==> src/rtl/fetch_link_ctrl_if.sv <==
// Fetch link controller bundle: request, transmitter, receiver and result.
// master = requester/PHY side, slave = fetch_link_ctrl.
interface fetch_link_ctrl_if;
    logic        fetch_start;
    logic [15:0] fetch_cmd;
    logic [1:0]  baud_sel;
    logic [19:0] tbit_period;
    logic        tx_req;
    logic [15:0] tx_data;
    logic        tx_done;
    logic        rx_vld;
    logic [15:0] rx_data;
    logic        fetch_busy;
    logic        fetch_vld;
    logic [15:0] fetch_data;
    logic        fetch_err;
    logic [1:0]  retry_cnt;

    modport master (
        output fetch_start, fetch_cmd, baud_sel, tx_done, rx_vld, rx_data,
        input  tbit_period, tx_req, tx_data, fetch_busy, fetch_vld,
        input  fetch_data, fetch_err, retry_cnt
    );

    modport slave (
        input  fetch_start, fetch_cmd, baud_sel, tx_done, rx_vld, rx_data,
        output tbit_period, tx_req, tx_data, fetch_busy, fetch_vld,
        output fetch_data, fetch_err, retry_cnt
    );
endinterface

==> src/rtl/fetch_link_ctrl.sv <==
// Fetch serial-link transaction controller: send command, await response,
// retry on timeout/bad echo, report result; owns the bit-period setting.
// Ports: clk_sys, rst_n (async, active-low), bus (fetch_link_ctrl_if.slave).
// Option: FETCH_LINK_CTRL_ECHO_CHK_EN enables response high-byte echo check.
module fetch_link_ctrl #(
    parameter int unsigned RETRY_MAX    = 3,
    parameter int unsigned TIMEOUT_BITS = 40
) (
    input logic              clk_sys,
    input logic              rst_n,
    fetch_link_ctrl_if.slave bus
);
    localparam logic [2:0] IDLE  = 3'd0;
    localparam logic [2:0] SEND  = 3'd1;
    localparam logic [2:0] WAIT  = 3'd2;
    localparam logic [2:0] CHECK = 3'd3;
    localparam logic [2:0] RETRY = 3'd4;
    localparam logic [2:0] DONE  = 3'd5;
    localparam logic [2:0] FAIL  = 3'd6;

    localparam int BW = $clog2(TIMEOUT_BITS + 1);
    localparam logic [BW-1:0] BIT_LAST = BW'(TIMEOUT_BITS - 1);

    logic [2:0]    state_q, state_d;
    logic [15:0]   cmd_q, cmd_d;
    logic [15:0]   rsp_q, rsp_d;
    logic [15:0]   data_q, data_d;
    logic [19:0]   tbit_q, tbit_d;
    logic [19:0]   cyc_q, cyc_d;
    logic [BW-1:0] bit_q, bit_d;
    logic [1:0]    retry_q, retry_d;
    logic          vld_q, vld_d;
    logic          err_q, err_d;
    logic          tx_req_q, busy_q;
    logic [19:0]   tbit_sel;
    logic          wrap, timeout, good;

    always_comb begin
        tbit_sel = 20'd868;
        case (bus.baud_sel)
            2'd1:    tbit_sel = 20'd434;
            2'd2:    tbit_sel = 20'd217;
            2'd3:    tbit_sel = 20'd108;
            default: tbit_sel = 20'd868;
        endcase
    end

    // Timeout fires on the last wrap, so WAIT lasts TIMEOUT_BITS*tbit cycles.
    assign wrap    = (cyc_q == tbit_q - 20'd1);
    assign timeout = wrap && (bit_q == BIT_LAST);

`ifdef FETCH_LINK_CTRL_ECHO_CHK_EN
    assign good = (rsp_q[15:8] == cmd_q[15:8]);
`else
    assign good = 1'b1;
`endif

    always_comb begin
        state_d = state_q;
        cmd_d   = cmd_q;
        rsp_d   = rsp_q;
        data_d  = data_q;
        tbit_d  = tbit_q;
        cyc_d   = cyc_q;
        bit_d   = bit_q;
        retry_d = retry_q;
        vld_d   = 1'b0;
        err_d   = 1'b0;
        case (state_q)
            IDLE: begin
                if (bus.fetch_start) begin
                    cmd_d   = bus.fetch_cmd;
                    tbit_d  = tbit_sel;
                    retry_d = 2'd0;
                    state_d = SEND;
                end
            end
            SEND: begin
                if (bus.tx_done) begin
                    cyc_d   = 20'd0;
                    bit_d   = '0;
                    state_d = WAIT;
                end
            end
            WAIT: begin
                // rx_vld has priority over a coincident timeout
                if (bus.rx_vld) begin
                    rsp_d   = bus.rx_data;
                    state_d = CHECK;
                end else if (timeout) begin
                    state_d = RETRY;
                end else if (wrap) begin
                    cyc_d = 20'd0;
                    bit_d = bit_q + 1'b1;
                end else begin
                    cyc_d = cyc_q + 20'd1;
                end
            end
            CHECK: begin
                if (good) begin
                    data_d  = rsp_q;
                    vld_d   = 1'b1;
                    state_d = DONE;
                end else begin
                    state_d = RETRY;
                end
            end
            RETRY: begin
                if (retry_q == 2'(RETRY_MAX)) begin
                    err_d   = 1'b1;
                    state_d = FAIL;
                end else begin
                    retry_d = retry_q + 2'd1;
                    state_d = SEND;
                end
            end
            DONE:    state_d = IDLE;
            FAIL:    state_d = IDLE;
            default: state_d = IDLE;
        endcase
    end

    always_ff @(posedge clk_sys or negedge rst_n) begin
        if (!rst_n) begin
            state_q  <= IDLE;
            cmd_q    <= 16'd0;
            rsp_q    <= 16'd0;
            data_q   <= 16'd0;
            tbit_q   <= 20'd868;
            cyc_q    <= 20'd0;
            bit_q    <= '0;
            retry_q  <= 2'd0;
            vld_q    <= 1'b0;
            err_q    <= 1'b0;
            tx_req_q <= 1'b0;
            busy_q   <= 1'b0;
        end else begin
            state_q  <= state_d;
            cmd_q    <= cmd_d;
            rsp_q    <= rsp_d;
            data_q   <= data_d;
            tbit_q   <= tbit_d;
            cyc_q    <= cyc_d;
            bit_q    <= bit_d;
            retry_q  <= retry_d;
            vld_q    <= vld_d;
            err_q    <= err_d;
            tx_req_q <= (state_d == SEND);
            busy_q   <= (state_d != IDLE);
        end
    end

    assign bus.tbit_period = tbit_q;
    assign bus.tx_req      = tx_req_q;
    assign bus.tx_data     = cmd_q;
    assign bus.fetch_busy  = busy_q;
    assign bus.fetch_vld   = vld_q;
    assign bus.fetch_data  = data_q;
    assign bus.fetch_err   = err_q;
    assign bus.retry_cnt   = retry_q;
endmodule

==> src/flat_wrapper.sv <==
// flat-port wrapper written by rule: the top's interface ports become plain ports
module fetch_link_ctrl_flat 
#(
    parameter int unsigned RETRY_MAX    = 3,
    parameter int unsigned TIMEOUT_BITS = 40
)
  (clk_sys, rst_n, bus_fetch_start, bus_fetch_cmd, bus_baud_sel, bus_tx_done, bus_rx_vld, bus_rx_data, bus_tbit_period, bus_tx_req, bus_tx_data, bus_fetch_busy, bus_fetch_vld, bus_fetch_data, bus_fetch_err, bus_retry_cnt);
  fetch_link_ctrl_if bus_i ();
  input logic clk_sys;
  input logic rst_n;
  input wire logic [$bits(bus_i.fetch_start)-1:0] bus_fetch_start;
  input wire logic [$bits(bus_i.fetch_cmd)-1:0] bus_fetch_cmd;
  input wire logic [$bits(bus_i.baud_sel)-1:0] bus_baud_sel;
  input wire logic [$bits(bus_i.tx_done)-1:0] bus_tx_done;
  input wire logic [$bits(bus_i.rx_vld)-1:0] bus_rx_vld;
  input wire logic [$bits(bus_i.rx_data)-1:0] bus_rx_data;
  output wire logic [$bits(bus_i.tbit_period)-1:0] bus_tbit_period;
  output wire logic [$bits(bus_i.tx_req)-1:0] bus_tx_req;
  output wire logic [$bits(bus_i.tx_data)-1:0] bus_tx_data;
  output wire logic [$bits(bus_i.fetch_busy)-1:0] bus_fetch_busy;
  output wire logic [$bits(bus_i.fetch_vld)-1:0] bus_fetch_vld;
  output wire logic [$bits(bus_i.fetch_data)-1:0] bus_fetch_data;
  output wire logic [$bits(bus_i.fetch_err)-1:0] bus_fetch_err;
  output wire logic [$bits(bus_i.retry_cnt)-1:0] bus_retry_cnt;
  assign bus_i.fetch_start = bus_fetch_start;
  assign bus_i.fetch_cmd = bus_fetch_cmd;
  assign bus_i.baud_sel = bus_baud_sel;
  assign bus_i.tx_done = bus_tx_done;
  assign bus_i.rx_vld = bus_rx_vld;
  assign bus_i.rx_data = bus_rx_data;
  assign bus_tbit_period = bus_i.tbit_period;
  assign bus_tx_req = bus_i.tx_req;
  assign bus_tx_data = bus_i.tx_data;
  assign bus_fetch_busy = bus_i.fetch_busy;
  assign bus_fetch_vld = bus_i.fetch_vld;
  assign bus_fetch_data = bus_i.fetch_data;
  assign bus_fetch_err = bus_i.fetch_err;
  assign bus_retry_cnt = bus_i.retry_cnt;
  fetch_link_ctrl #(.RETRY_MAX(RETRY_MAX), .TIMEOUT_BITS(TIMEOUT_BITS)) u_core (.clk_sys(clk_sys), .rst_n(rst_n), .bus(bus_i));
endmodule
==> config.mk <==
export PLATFORM = sky130hd
export DESIGN_NAME = fetch_link_ctrl_flat
export DESIGN_NICKNAME = d
export VERILOG_FILES = /design/src/rtl/fetch_link_ctrl_if.sv /design/src/rtl/fetch_link_ctrl.sv /design/src/flat_wrapper.sv
export SDC_FILE = /design/constraint.sdc
export NUM_CORES = 1
export LEC_CHECK = 0
export CORE_MARGIN = 3
export CORE_UTILIZATION = 41
export DETAILED_ROUTE_END_ITERATION = 6
export GPL_TIMING_DRIVEN = 0
export PLACE_DENSITY = 0.63
export SLEW_MARGIN = 20
export SYNTH_ARGS = -nofsm -noshare
export SYNTH_HDL_FRONTEND = slang
export SYNTH_SLANG_ARGS = --single-unit
export TNS_END_PERCENT = 50
==> constraint.sdc <==
create_clock -name clk_sys -period 4.9 [get_ports clk_sys]
set_input_delay 0.735 -clock clk_sys [delete_from_list [all_inputs] [get_ports clk_sys]]
set_output_delay 0.735 -clock clk_sys [all_outputs]
set_load 0.01 [all_outputs]
Word-level counts from Yosys, hierarchy flattened:

Cells that the tools add are included.
Widths: inputs -> output; s select.

* mux-type cells: 23
* $add $sub $neg: 4
* equal/unequal tests: 17
* reduce and logical (&&, ||, !) cells: 10

Operator list (number)
* $mux 20: 4
* $pmux 20 s2: 1
* $pmux 10 s3: 1
* $mux 6: 4
* $add 20x1->20 const B: 1
* $eq 20x20->1: 1
* $sub 20x1->20 const B: 1
* $mux 3: 5
* $pmux 3 s5: 1
* $pmux 6 s2: 1
* $ne 2x2->1 const B: 5
* $add 6x1->6 const B: 1
* $eq 2x2->1 const B: 3
* $eq 3x1->1 const B: 2
* $eq 3x2->1 const B: 2
* $eq 6x6->1 const B: 1
* $reduce_and 5->1: 1
* $mux 2: 2
* $pmux 2 s2: 1
* $reduce_and 2->1: 2
* $reduce_and 4->1: 1
* $reduce_bool 2->1: 2
* $eq 3x3->1 const B: 1
* $logic_not 3->1: 1
* 7 further kinds: 9

* register bits: 103
* input port bits: 39

Depth between registers and ports, before layout:

Gate-level depths: netlist of the first run.

* depth in word-level cells: 7
* depth in mapped cells: 12

Worst setup path before layout of the first run:

OpenSTA, ideal clock, no wires.

* kind: reg2reg
* start point: reg u_core.tbit_q[0], in the netlist u_core.bus.tbit_period[0]
* end point: reg u_core.cyc_q[18]
* library setup time: 0.078 ns
* path slack: 2.357 ns
* buffers on the path: 1
* arrival: 2.465 ns
* data required time: 4.822 ns
* cell stages (with the launch flop): 12
* cell sequence: dfrtp_1 -> inv_1 -> ha_1 -> nor2b_1 -> buf_2 -> and4_1 -> a21o_1 -> and4b_1 -> nand3_2 -> nand2_2 -> or4_1 -> a21oi_1

* cells in the longest elaborated chain, start to end: 6
* elaborated cells on any way between the ends: 9
* those cells by class: 1 x add/sub; 2 x eq/ne; 4 x mux; 2 x reduce/logical

Ends and longest elaborated chain
* start: declaration: line fetch_link_ctrl.sv:28 `logic [19:0] tbit_q, tbit_d;`
* start signal: assignment: line fetch_link_ctrl.sv:142 `tbit_q <= tbit_d;`
* $sub 20x1->20 (*): line fetch_link_ctrl.sv:49 `assign wrap = (cyc_q == tbit_q - 20'd1);`
* $eq 20x20->1 (*): line fetch_link_ctrl.sv:49
* $mux 20: line fetch_link_ctrl.sv:92 `end else if (wrap) begin`
* $mux 20: line fetch_link_ctrl.sv:90 `end else if (timeout) begin`
* $mux 20: line fetch_link_ctrl.sv:87 `if (bus.rx_vld) begin`
* $pmux 20 s2: line fetch_link_ctrl.sv:69 `case (state_q)`
* end signal: assignment: line fetch_link_ctrl.sv:143 `cyc_q <= cyc_d;`
* end: declaration: line fetch_link_ctrl.sv:29 `logic [19:0] cyc_q, cyc_d;`

Mark *: on every way between the ends. The rest lies on a longest branch, timed or not. The select of a mux whose other input is x is not followed.
A chain may end at the register's enable or synchronous reset.

Final worst setup path of the first run:

* start point: reg u_core.tbit_q[0], in the netlist u_core.bus.tbit_period[0]
* end point: reg u_core.cyc_q[15]

Same word-level chain as after synthesis.

==> impl_metrics.toml, run 1 <==
[run_status]
status = "completed"

[worst_setup_path]
cp.required_ns = 5.17
crit_path_top_delay_cell = "dfrtp_1"
cpMostUsedCell = "buf_2"
timing_worst_setup_path_type = "flip-flop to flip-flop"
critical_path.cell_chain = "inv_1, ha_1, nor2b_1, buf_2, xnor2_1, o41ai_1, and4b_1, nand4_2, buf_6, nand2_1, buf_2, nor2_1"
worstRegToRegCells = 12
cpPeakStageDelay_ns = 0.53
worst_setup_path_end_kind = "flip-flop"
ff2ff_setup_slack_ns = 1.79
critical_path.max_fanout = 10
start_kind = "flip-flop"
r2r-start = "u_core.bus.tbit_period[0]"
r2r_end = "u_core.cyc_q[15]"
arrival_ns = 3.38

[layout]
final_area_sq_um = 5860
synthToLayoutAreaGrowth_pct = 27.8
nets = 606
fill_cells = 947
num_antenna_cells = 0
final_layout_size_suffix_gt1_share_pct = 14.9
final_util_pct = 55.3

[synthesis]
yosysUniqueCellTypes = 57
ys_seq_area_share_pct = 50.3
synth_ff_type = "dfrtp_1"
synth_area_sq_um = 4590
syn_area_per_cell_sq_um = 10.2
yosysWarnings = 0
synth_edf_count = 0
ys_ff_latch = 92
synthArstFlopShare_pct = 100
syn_inst = 450

[timing]
report.final.slew_viol_count = 0
post-route-period-util_pct = 63.4
fin_tns_setup_ns = 0
setup_viol = 0
setup_ws_ns = 1.79
clock_skew_ns = 0.0136
relSlewSlack_pct = 39.0
min_period_ns = 3.11
worst_pin_slew_ns = 0.912
rsz0062_at_grt = "false"
hold_viol_final = 0
max_freq_ghz = 0.322

[cts]
clock-sinks = 92
cts_htree_levels = 3
cts_hold_buf = 0
cts_buffer_depth = 2
root_buffer = "clkbuf_8"
clk_pin_slew_worst_paths_ns = 0.10
cts-buffers-inserted = 9
worstSkewPairLatency_ns = 0.39
postCtsSetupBuffers = 0
cts_tree = "done"
postCtsResizedCells = 0

[routing]
finalWirelength_um = 10500
vias = 3552
drtIter0Drc = 181
ant_nets = 0
routed_via_density = 5.09
drtPass1Iterations = 4
wl_per_cell_um = 15.0
post-route-drc-count = 0

[placed_design]
dp_slack_ns = 1.72
portBuffers = 86
placed_area_sq_um = 5680
gp_congestion = 0.838
hpwl_um = 7690

[pwr]
peakVddDrop_v = 0.000293
p_per_area_nw_per_um2 = 516
leakagePower_uw = 0.00269

[global_route]
grt_usage_pct = 17.3
grt_pass1_wl_um = 17300
antenna_found_initial = 0
grt_start_max_net_pins = 53
grt_pass1_vias = 3588
grt_remaining_overflow = 0

[floorplan]
fp.dieArea_sq_um = 12500
core_area_sq_um = 10600
fp.dieH_um = 112
ioPinCount = 97
initial_core_util_pct = 43.3
die_x_um = 112
rows = 37

[min_path]
min_path_type = "input pin to asynchronous set/reset pin"

[run]
drv_cap = 0
[layout by cell type, fill, tap and decap left out, types with 7 or more instances in the layout]
| master | count |
|---|---|
| mux2_2 | 33 |
| nand4_1 | 10 |
| nor2_1 | 35 |
| xnor2_1 | 7 |
| buf_4 | 11 |
| nor3_1 | 7 |
| inv_1 | 12 |
| o21ai_0 | 13 |
| dfrtp_1 | 87 |
| a21oi_1 | 11 |
| conb_1 | 10 |
| clkbuf_8 | 9 |
| xor2_1 | 19 |
| clkdlybuf4s50_1 | 85 |
| nand2_1 | 80 |
| ha_1 | 10 |
| clkbuf_1 | 11 |
| nand3_1 | 14 |
| and3_1 | 12 |
[how the worst max path moves through the flow]
stage / slack (ns) / endpoint / depth (start not counted) / startpoint
2_1_floorplan: 2.36 / u_core.cyc_q[18] / 11 / u_core.bus.tbit_period[0]
3_3_place_gp: -0.37 / u_core.rsp_q[12] / 1 / rst_n
3_5_place_dp: 1.72 / u_core.cyc_q[16] / 7 / bus_rx_vld
4_1_cts: 1.84 / u_core.cyc_q[15] / 12 / u_core.bus.tbit_period[0]
5_1_grt: 1.62 / u_core.cyc_q[4] / 12 / u_core.bus.tbit_period[0]
6_report: 1.79 / u_core.cyc_q[15] / 12 / u_core.bus.tbit_period[0]
[critical path, delay by kind of cell (launching register included)]
family	cells	cell delay (ns)
compound gates	1	0.44
fa+ha+maj	1	0.24
xor+xnor	1	0.13
flops	1	0.53
buf+inv	4	0.72
simple gates	5	0.94
[power by group]
group	switching (uW)	internal, uW	leakage (uW)
Clock	308	192	0.0000886
Sequential	184	1030	0.00117
Combinational	615	691	0.00143
Total	1110	1920	0.00269
[synth_stat cells, types with 3 or more instances]
master | number | area share, %
o31ai_1 | 3 | 0.49
nor2_1 | 35 | 2.9
a21o_1 | 4 | 0.65
a22o_1 | 4 | 0.76
a31oi_1 | 3 | 0.41
and3_1 | 12 | 1.6
nand2b_1 | 4 | 0.55
dfstp_2 | 5 | 2.9
or4_1 | 4 | 0.65
o211ai_1 | 3 | 0.49
o21ai_0 | 13 | 1.4
nor3_1 | 7 | 0.76
ha_1 | 10 | 2.7
a21oi_1 | 11 | 1.2
buf_2 | 5 | 0.55
buf_4 | 11 | 1.8
xor2_1 | 19 | 3.6
inv_1 | 12 | 0.98
mux2_2 | 33 | 8.1
nor4_1 | 4 | 0.55
dfrtp_1 | 87 | 47
clkbuf_1 | 11 | 0.90
nand3_1 | 14 | 1.5
nand4_1 | 10 | 1.4
nand2_1 | 80 | 6.5
xnor2_1 | 7 | 1.3
[layer usage]
metal | global-route usage [%] | up-vias | wire (um)
met1 | 22.2 | 1721 | 4800
li1 | - | 1747 | -
met5 | 0 | - | 0
met3 | 6.20 | 12 | 675
met4 | 6.08 | 0 | 156
met2 | 27.0 | 72 | 4820
[stage by stage]
| stage | instances | hold slack [ns] | power [uW] |
|---|---|---|---|
| finish | 698 | 0.250 | 3030 |
| global route | 698 | 0.255 | 3250 |
| CTS | 698 | 0.247 | 3060 |
| detailed placement | 682 | 0.463 | 2550 |
| global placement | 681 | 0.457 | 2510 |
| floorplan | 459 | 0.439 | 1940 |
[final cells by class]
class	instances	area (sq um)	area share (%)
buffer	30	175	2.99
clock inverter	7	57.6	0.982
inverter	12	45.0	0.768
tap	136	170	2.90
timing repair buffer	87	890	15.2
clock buffer	9	124	2.11
sequential	92	2310	39.4
multi-input combinational	325	2090	35.7
[logic make-up (layout without fill, tap and decap cells)]
| family | count (synthesis) | in the layout | share of synthesized area [%] |
|---|---|---|---|
| muxes | 35 | 35 | 8.54 |
| AOI/OAI and AO/OA | 50 | 50 | 7.36 |
| DFF | 92 | 92 | 50.3 |
| other | 1 | 10 | 0.0818 |
| xor gates and xnor gates | 26 | 26 | 4.96 |
| adders and majority gates | 10 | 10 | 2.73 |
| buffers and inverters | 42 | 145 | 4.80 |
| and+or+nand+nor | 194 | 194 | 21.2 |
[registers in the layout (all words and copies together), names as in the netlist]
name and cells:
u_core.cyc_q 20, u_core.bus.fetch_data 16, u_core.bus.tx_data 16, u_core.rsp_q 16, u_core.bus.tbit_period 9, u_core.bit_q 6, u_core.state_q 3, u_core.bus.retry_cnt 2
u_core.bus.fetch_busy 1, u_core.bus.fetch_err 1, u_core.bus.fetch_vld 1, u_core.bus.tx_req 1
Note: power is estimated with default switching activity, not from simulation.
==> inputs of run 2 (changes only) <==
==> constraint.sdc (replaced) <==
create_clock -name clk_sys -period 3.15 [get_ports clk_sys]
set_input_delay 0.4725 -clock clk_sys [delete_from_list [all_inputs] [get_ports clk_sys]]
set_output_delay 0.4725 -clock clk_sys [all_outputs]
set_load 0.01 [all_outputs]
==> run 2 against run 1 <==
Compared with the run above: power rose by 56%; final area is 0.30% higher; register-to-register slack lost 1.6 ns; wire length about the same; clock power increased by 56%; fmax grew 6.0%; critical path depth unchanged; clock-buffer cell count is the same; hold slack improved by 0.23 ns; sequential cell count did not move.
==> impl_metrics.toml, run 2 (synthesized netlist as in run 1, its figures left out) <==
[floorplan]
die_x_um = 112
ioPinCount = 97
core_area_sq_um = 10600
fp.dieH_um = 112
initial_core_util_pct = 43.3
rows = 37
fp.dieArea_sq_um = 12500

[placed_design]
placed_area_sq_um = 5680
hpwl_um = 7690
portBuffers = 86
gp_congestion = 0.838

[timing]
report.final.slew_viol_count = 0
hold_viol_final = 0
max_freq_ghz = 0.341
setup_viol = 0
fin_tns_setup_ns = 0
worst_pin_slew_ns = 0.911
clock_skew_ns = 0.0140
post-route-period-util_pct = 93.1
min_period_ns = 2.93
relSlewSlack_pct = 38.8
rsz0062_at_grt = "false"

[routing]
drtIter0Drc = 200
ant_nets = 0
wl_per_cell_um = 14.9
drtPass1Iterations = 4
vias = 3564
post-route-drc-count = 0
routed_via_density = 5.10
finalWirelength_um = 10400

[worst_setup_path]
timing_worst_setup_path_type = "flip-flop to flip-flop"
start_kind = "flip-flop"
cp.required_ns = 3.42
critical_path.max_fanout = 10
arrival_ns = 3.20
worst_setup_path_end_kind = "flip-flop"

[pwr]
switchingPower_uw = 1730
fin_total_pwr_uw = 4720
p_per_area_nw_per_um2 = 802
pwr-share-clk_pct = 16.5
swShare_pct = 36.6
peakVddDrop_v = 0.000455
pwr-share-comb_pct = 43.3
internal-power_uw = 2990
seqPwrFrac_pct = 40.2
leakagePower_uw = 0.00269

[cts]
root_buffer = "clkbuf_8"
cts_htree_levels = 3
cts_tree = "done"
clock-sinks = 92
clk_pin_slew_worst_paths_ns = 0.10
cts-buffers-inserted = 9
cts_buffer_depth = 2
worstSkewPairLatency_ns = 0.39

[global_route]
antenna_found_initial = 0
grt_pass1_wl_um = 17400
grt_remaining_overflow = 0
grt_usage_pct = 17.3
grt_start_max_net_pins = 53
grt_pass1_vias = 3596

[layout]
fill_cells = 946
multi_input_area_sq_um = 2100
layout.cells.most_common = "dfrtp_1"
final_util_pct = 55.5
num_antenna_cells = 0
top_register = "u_core.cyc_q"
final_area_sq_um = 5880
final-seq-area_sq_um = 2310
final_layout_size_suffix_gt1_share_pct = 15.1
final_cell_mix = "87 x dfrtp_1, 85 x clkdlybuf4s50_1, 80 x nand2_1, 35 x nor2_1, 33 x mux2_2"
nets = 607
synthToLayoutAreaGrowth_pct = 28.2
largest_reg_flops = 20

[run_status]
status = "completed"

[min_path]
min_path_type = "flip-flop to flip-flop"

[run]
drv_cap = 0
run 2: cell count changes in the layout (fill, tap and decap cells not counted), sizes merged:
cell	change
dlygate4sd3	+1
run 2: layer usage:
metal / GRT usage [%] / share of wire (%) / up-vias / wire length [um]
met1: 22.2 / 46 / 1718 / 4780
li1: - / - / 1750 / -
met5: 0 / 0 / - / 0
met3: 6.14 / 6.6 / 12 / 691
met4: 6.08 / 1.5 / 0 / 153
met2: 27.1 / 46 / 84 / 4820
run 2: cell type report:
type	instances	area share (%)
Buffer	30	2.98
Multi-Input combinational cell	325	35.7
Sequential cell	92	39.3
Clock inverter	7	0.979
Tap cell	136	2.89
Inverter	12	0.766
Clock buffer	9	2.11
Timing Repair Buffer	88	15.3
run 2: power by group through the flow:
stage                     Sequential, uW  Clock [uW]  Combinational, uW
after floorplan                     2000           0               1020
after global placement              1900           0               2010
after detailed placement            1920           0               2050
after CTS                           1900         803               2060
after global routing                1960         857               2240
final                               1900         779               2040
run 2: critical path, cell delays in order (launching register included):
cell and delay [ns]:
dfrtp_1 0.53, inv_1 0.10, ha_1 0.24, nor2b_1 0.13, buf_2 0.17, xnor2_1 0.15, o41ai_2 0.29, and4b_1 0.30
nand4_2 0.13, buf_6 0.16, nand2_1 0.26, buf_2 0.30, nor2_1 0.09
run 2: stage by stage:
stage / cells / hold slack, ns / setup slack, ns
final: 699 / 0.481 / 0.218
after CTS: 699 / 0.485 / 0.0854
after floorplan: 459 / 0.177 / 0.607
after detailed placement: 682 / 0.414 / 0.108
after global placement: 681 / 0.457 / -1.86
after global routing: 699 / 0.510 / 0.0183
run 2: path summary, 6_finish.rpt:
| kind | start | cells after the start | end | slack, ns |
|---|---|---|---|---|
| worst min-delay path | u_core.bus.tx_data[9] | 2 | u_core.bus.tx_data[9] | 0.48 |
| worst min register to register | u_core.bus.tx_data[9] | 2 | u_core.bus.tx_data[9] | 0.48 |
| min in group asynchronous | rst_n | 2 | u_core.cyc_q[15] | 0.57 |
| max in group asynchronous | rst_n | 3 | u_core.bus.tbit_period[5] | 1.94 |
| worst max-delay path | u_core.bus.tbit_period[0] | 12 | u_core.cyc_q[15] | 0.22 |
| worst max register to register | u_core.bus.tbit_period[0] | 12 | u_core.cyc_q[15] | 0.22 |
run 2: what timing repair did:
action                                 in CTS  in global routing
setup buffers                               0                  0
resized for setup                           0                  1
hold buffers                                1                  0
setup endpoints to repair                   0                 14
endpoints found under the hold margin      28                  0
==> inputs of run 3 (changes only) <==
--- a/config.mk
+++ b/config.mk
@@ -5,7 +5,7 @@
 export SDC_FILE = /design/constraint.sdc
 export NUM_CORES = 1
 export LEC_CHECK = 0
-export CORE_MARGIN = 3
+export CORE_MARGIN = 2
 export CORE_UTILIZATION = 41
 export DETAILED_ROUTE_END_ITERATION = 6
 export GPL_TIMING_DRIVEN = 0
==> run 3 against run 2 <==
Compared with the run above: via count up 0.28%; die area is 3.5% lower; wire length shrank 1.1%; power increased by 1.5%; first-iteration DRC count shrank 24%; fmax rose by 1.7%; core utilization decreased by 1.2 points; sequential power barely moved; register-to-register slack gained 0.05 ns; largest cell class unchanged.
==> impl_metrics.toml, run 3 (synthesized netlist as in run 1, its figures left out) <==
[floorplan]
rows = 38
core_area_sq_um = 10900
initial_core_util_pct = 42.1
fp.dieArea_sq_um = 12000
ioPinCount = 97
die_x_um = 110
fp.dieH_um = 110

[cts]
root_buffer = "clkbuf_8"
postCtsSetupBuffers = 0
cts-buffers-inserted = 9
cts_htree_levels = 3
clock-sinks = 92
cts_buffer_depth = 2
clk_pin_slew_worst_paths_ns = 0.10
cts_tree = "done"
worstSkewPairLatency_ns = 0.38

[worst_setup_path]
ff2ff_setup_slack_ns = 0.27
worst_setup_path_end_kind = "flip-flop"
timing_worst_setup_path_type = "flip-flop to flip-flop"
r2r-start = "u_core.bus.tbit_period[0]"
crit_path_top_delay_cell = "dfrtp_1"
worstRegToRegCells = 12
worst_path_dominant_cell_family = "simple AND/OR/NAND/NOR gates"
cp_num_buf_inv = 4
r2r_end = "u_core.cyc_q[17]"
cp.required_ns = 3.41
start_kind = "flip-flop"
arrival_ns = 3.14
critical_path.max_fanout = 10
cpPeakStageDelay_ns = 0.49
critical_path.cell_chain = "inv_1, ha_1, nor2b_1, buf_2, xnor2_1, o41ai_2, and4b_1, nand4_2, buf_6, nand2_1, buf_2, nor2_1"
cpMostUsedCell = "buf_2"

[run_status]
status = "completed"

[timing]
relSlewSlack_pct = 40.3
rsz0062_at_grt = "false"
clock_skew_ns = 0.0141
post-route-period-util_pct = 91.5
hold_viol_final = 0
min_period_ns = 2.88
setup_ws_ns = 0.267
report.final.slew_viol_count = 0
max_freq_ghz = 0.347
setup_viol = 0
fin_hold_ws_ns = 0.484
worst_pin_slew_ns = 0.893

[layout]
largest_reg_flops = 20
fill_cells = 960
num_antenna_cells = 0
final_cell_mix = "87 x dfrtp_1, 85 x clkdlybuf4s50_1, 80 x nand2_1, 35 x nor2_1, 33 x mux2_2"
synthToLayoutAreaGrowth_pct = 28.9
top_register = "u_core.cyc_q"
stdcell_count = 703
nets = 607
layout.cells.most_common = "dfrtp_1"
final_layout_size_suffix_gt1_share_pct = 14.9

[placed_design]
place_inst = 686
hpwl_um = 7570
gp_congestion = 0.798
portBuffers = 86
dp_slack_ns = 0.140

[routing]
drtIter0Drc = 152
vias = 3574
drtPass1Iterations = 4
wl_per_cell_um = 14.7
routed_via_density = 5.08
ant_nets = 0
finalWirelength_um = 10300
post-route-drc-count = 0

[run]
drv_cap = 0

[min_path]
hold-path-endpoint = "u_core.bus.tx_data[10]"
hold_depth = 2
min_path_type = "flip-flop to flip-flop"
min_from = "u_core.bus.tx_data[10]"

[global_route]
grt_remaining_overflow = 0
grt_pass1_vias = 3495
antenna_found_initial = 0
grt_pass1_wl_um = 17000
grt_usage_pct = 18.3
grt_start_max_net_pins = 57

[pwr]
leakagePower_uw = 0.00271
peakVddDrop_v = 0.000540
p_per_area_nw_per_um2 = 810
-- run 3: worst max path at each step --
stage	from	to	slack [ns]	depth (start not counted)
after floorplan	u_core.bus.tbit_period[0]	u_core.cyc_q[18]	0.61	11
after global placement	rst_n	u_core.bus.fetch_data[8]	-1.82	1
after detailed placement	u_core.bus.tbit_period[0]	u_core.cyc_q[15]	0.14	12
after CTS	u_core.bus.tbit_period[0]	u_core.cyc_q[17]	0.12	12
after global routing	u_core.bus.tbit_period[0]	u_core.cyc_q[17]	0.04	12
final	u_core.bus.tbit_period[0]	u_core.cyc_q[17]	0.27	12
-- run 3: metal layers --
layer	up-vias	routed length (um)	GRT usage, %
met5	-	0	0
met4	0	79	4.61
li1	1742	-	-
met2	80	4910	28.0
met3	7	834	8.54
met1	1745	4510	23.6
-- run 3: cell type report --
| type | instances | area [sq um] | area share [%] |
|---|---|---|---|
| Clock buffer | 11 | 141 | 2.39 |
| Buffer | 30 | 175 | 2.96 |
| Tap cell | 140 | 175 | 2.96 |
| Timing Repair Buffer | 88 | 900 | 15.2 |
| Inverter | 12 | 45.0 | 0.762 |
| Sequential cell | 92 | 2310 | 39.0 |
| Multi-Input combinational cell | 325 | 2100 | 35.5 |
| Clock inverter | 5 | 67.6 | 1.14 |
-- run 3: per-stage QoR --
| step | power (uW) | TNS, ns | utilization, % | instance area, sq um |
|---|---|---|---|---|
| after global placement | 3910 | -161.17 | 52.0 | 5660 |
| final | 4790 | 0 | 54.3 | 5910 |
| after detailed placement | 3970 | 0 | 52.2 | 5690 |
| after floorplan | 3020 | 0 | - | 4620 |
| after global routing | 5120 | 0 | 54.3 | 5910 |
| after CTS | 4840 | 0 | 54.2 | 5900 |
-- run 3: repair_timing --
item,in CTS,in global routing
endpoints found under the setup margin,0,14
hold buffers,1,0
endpoints found under the hold margin,31,0
resized for setup,0,1
-- run 3: worst register-to-register path, stage by stage (launching register included) --
cell     delay, ns
dfrtp_1       0.49
inv_1         0.10
ha_1          0.24
nor2b_1       0.13
buf_2         0.16
xnor2_1       0.14
o41ai_2       0.28
and4b_1       0.31
nand4_2       0.13
buf_6         0.16
nand2_1       0.26
buf_2         0.28
nor2_1        0.07
-- run 3: power by group --
group	internal, uW	switching (uW)
logic	1080	958
registers	1610	293
clock network	400	444
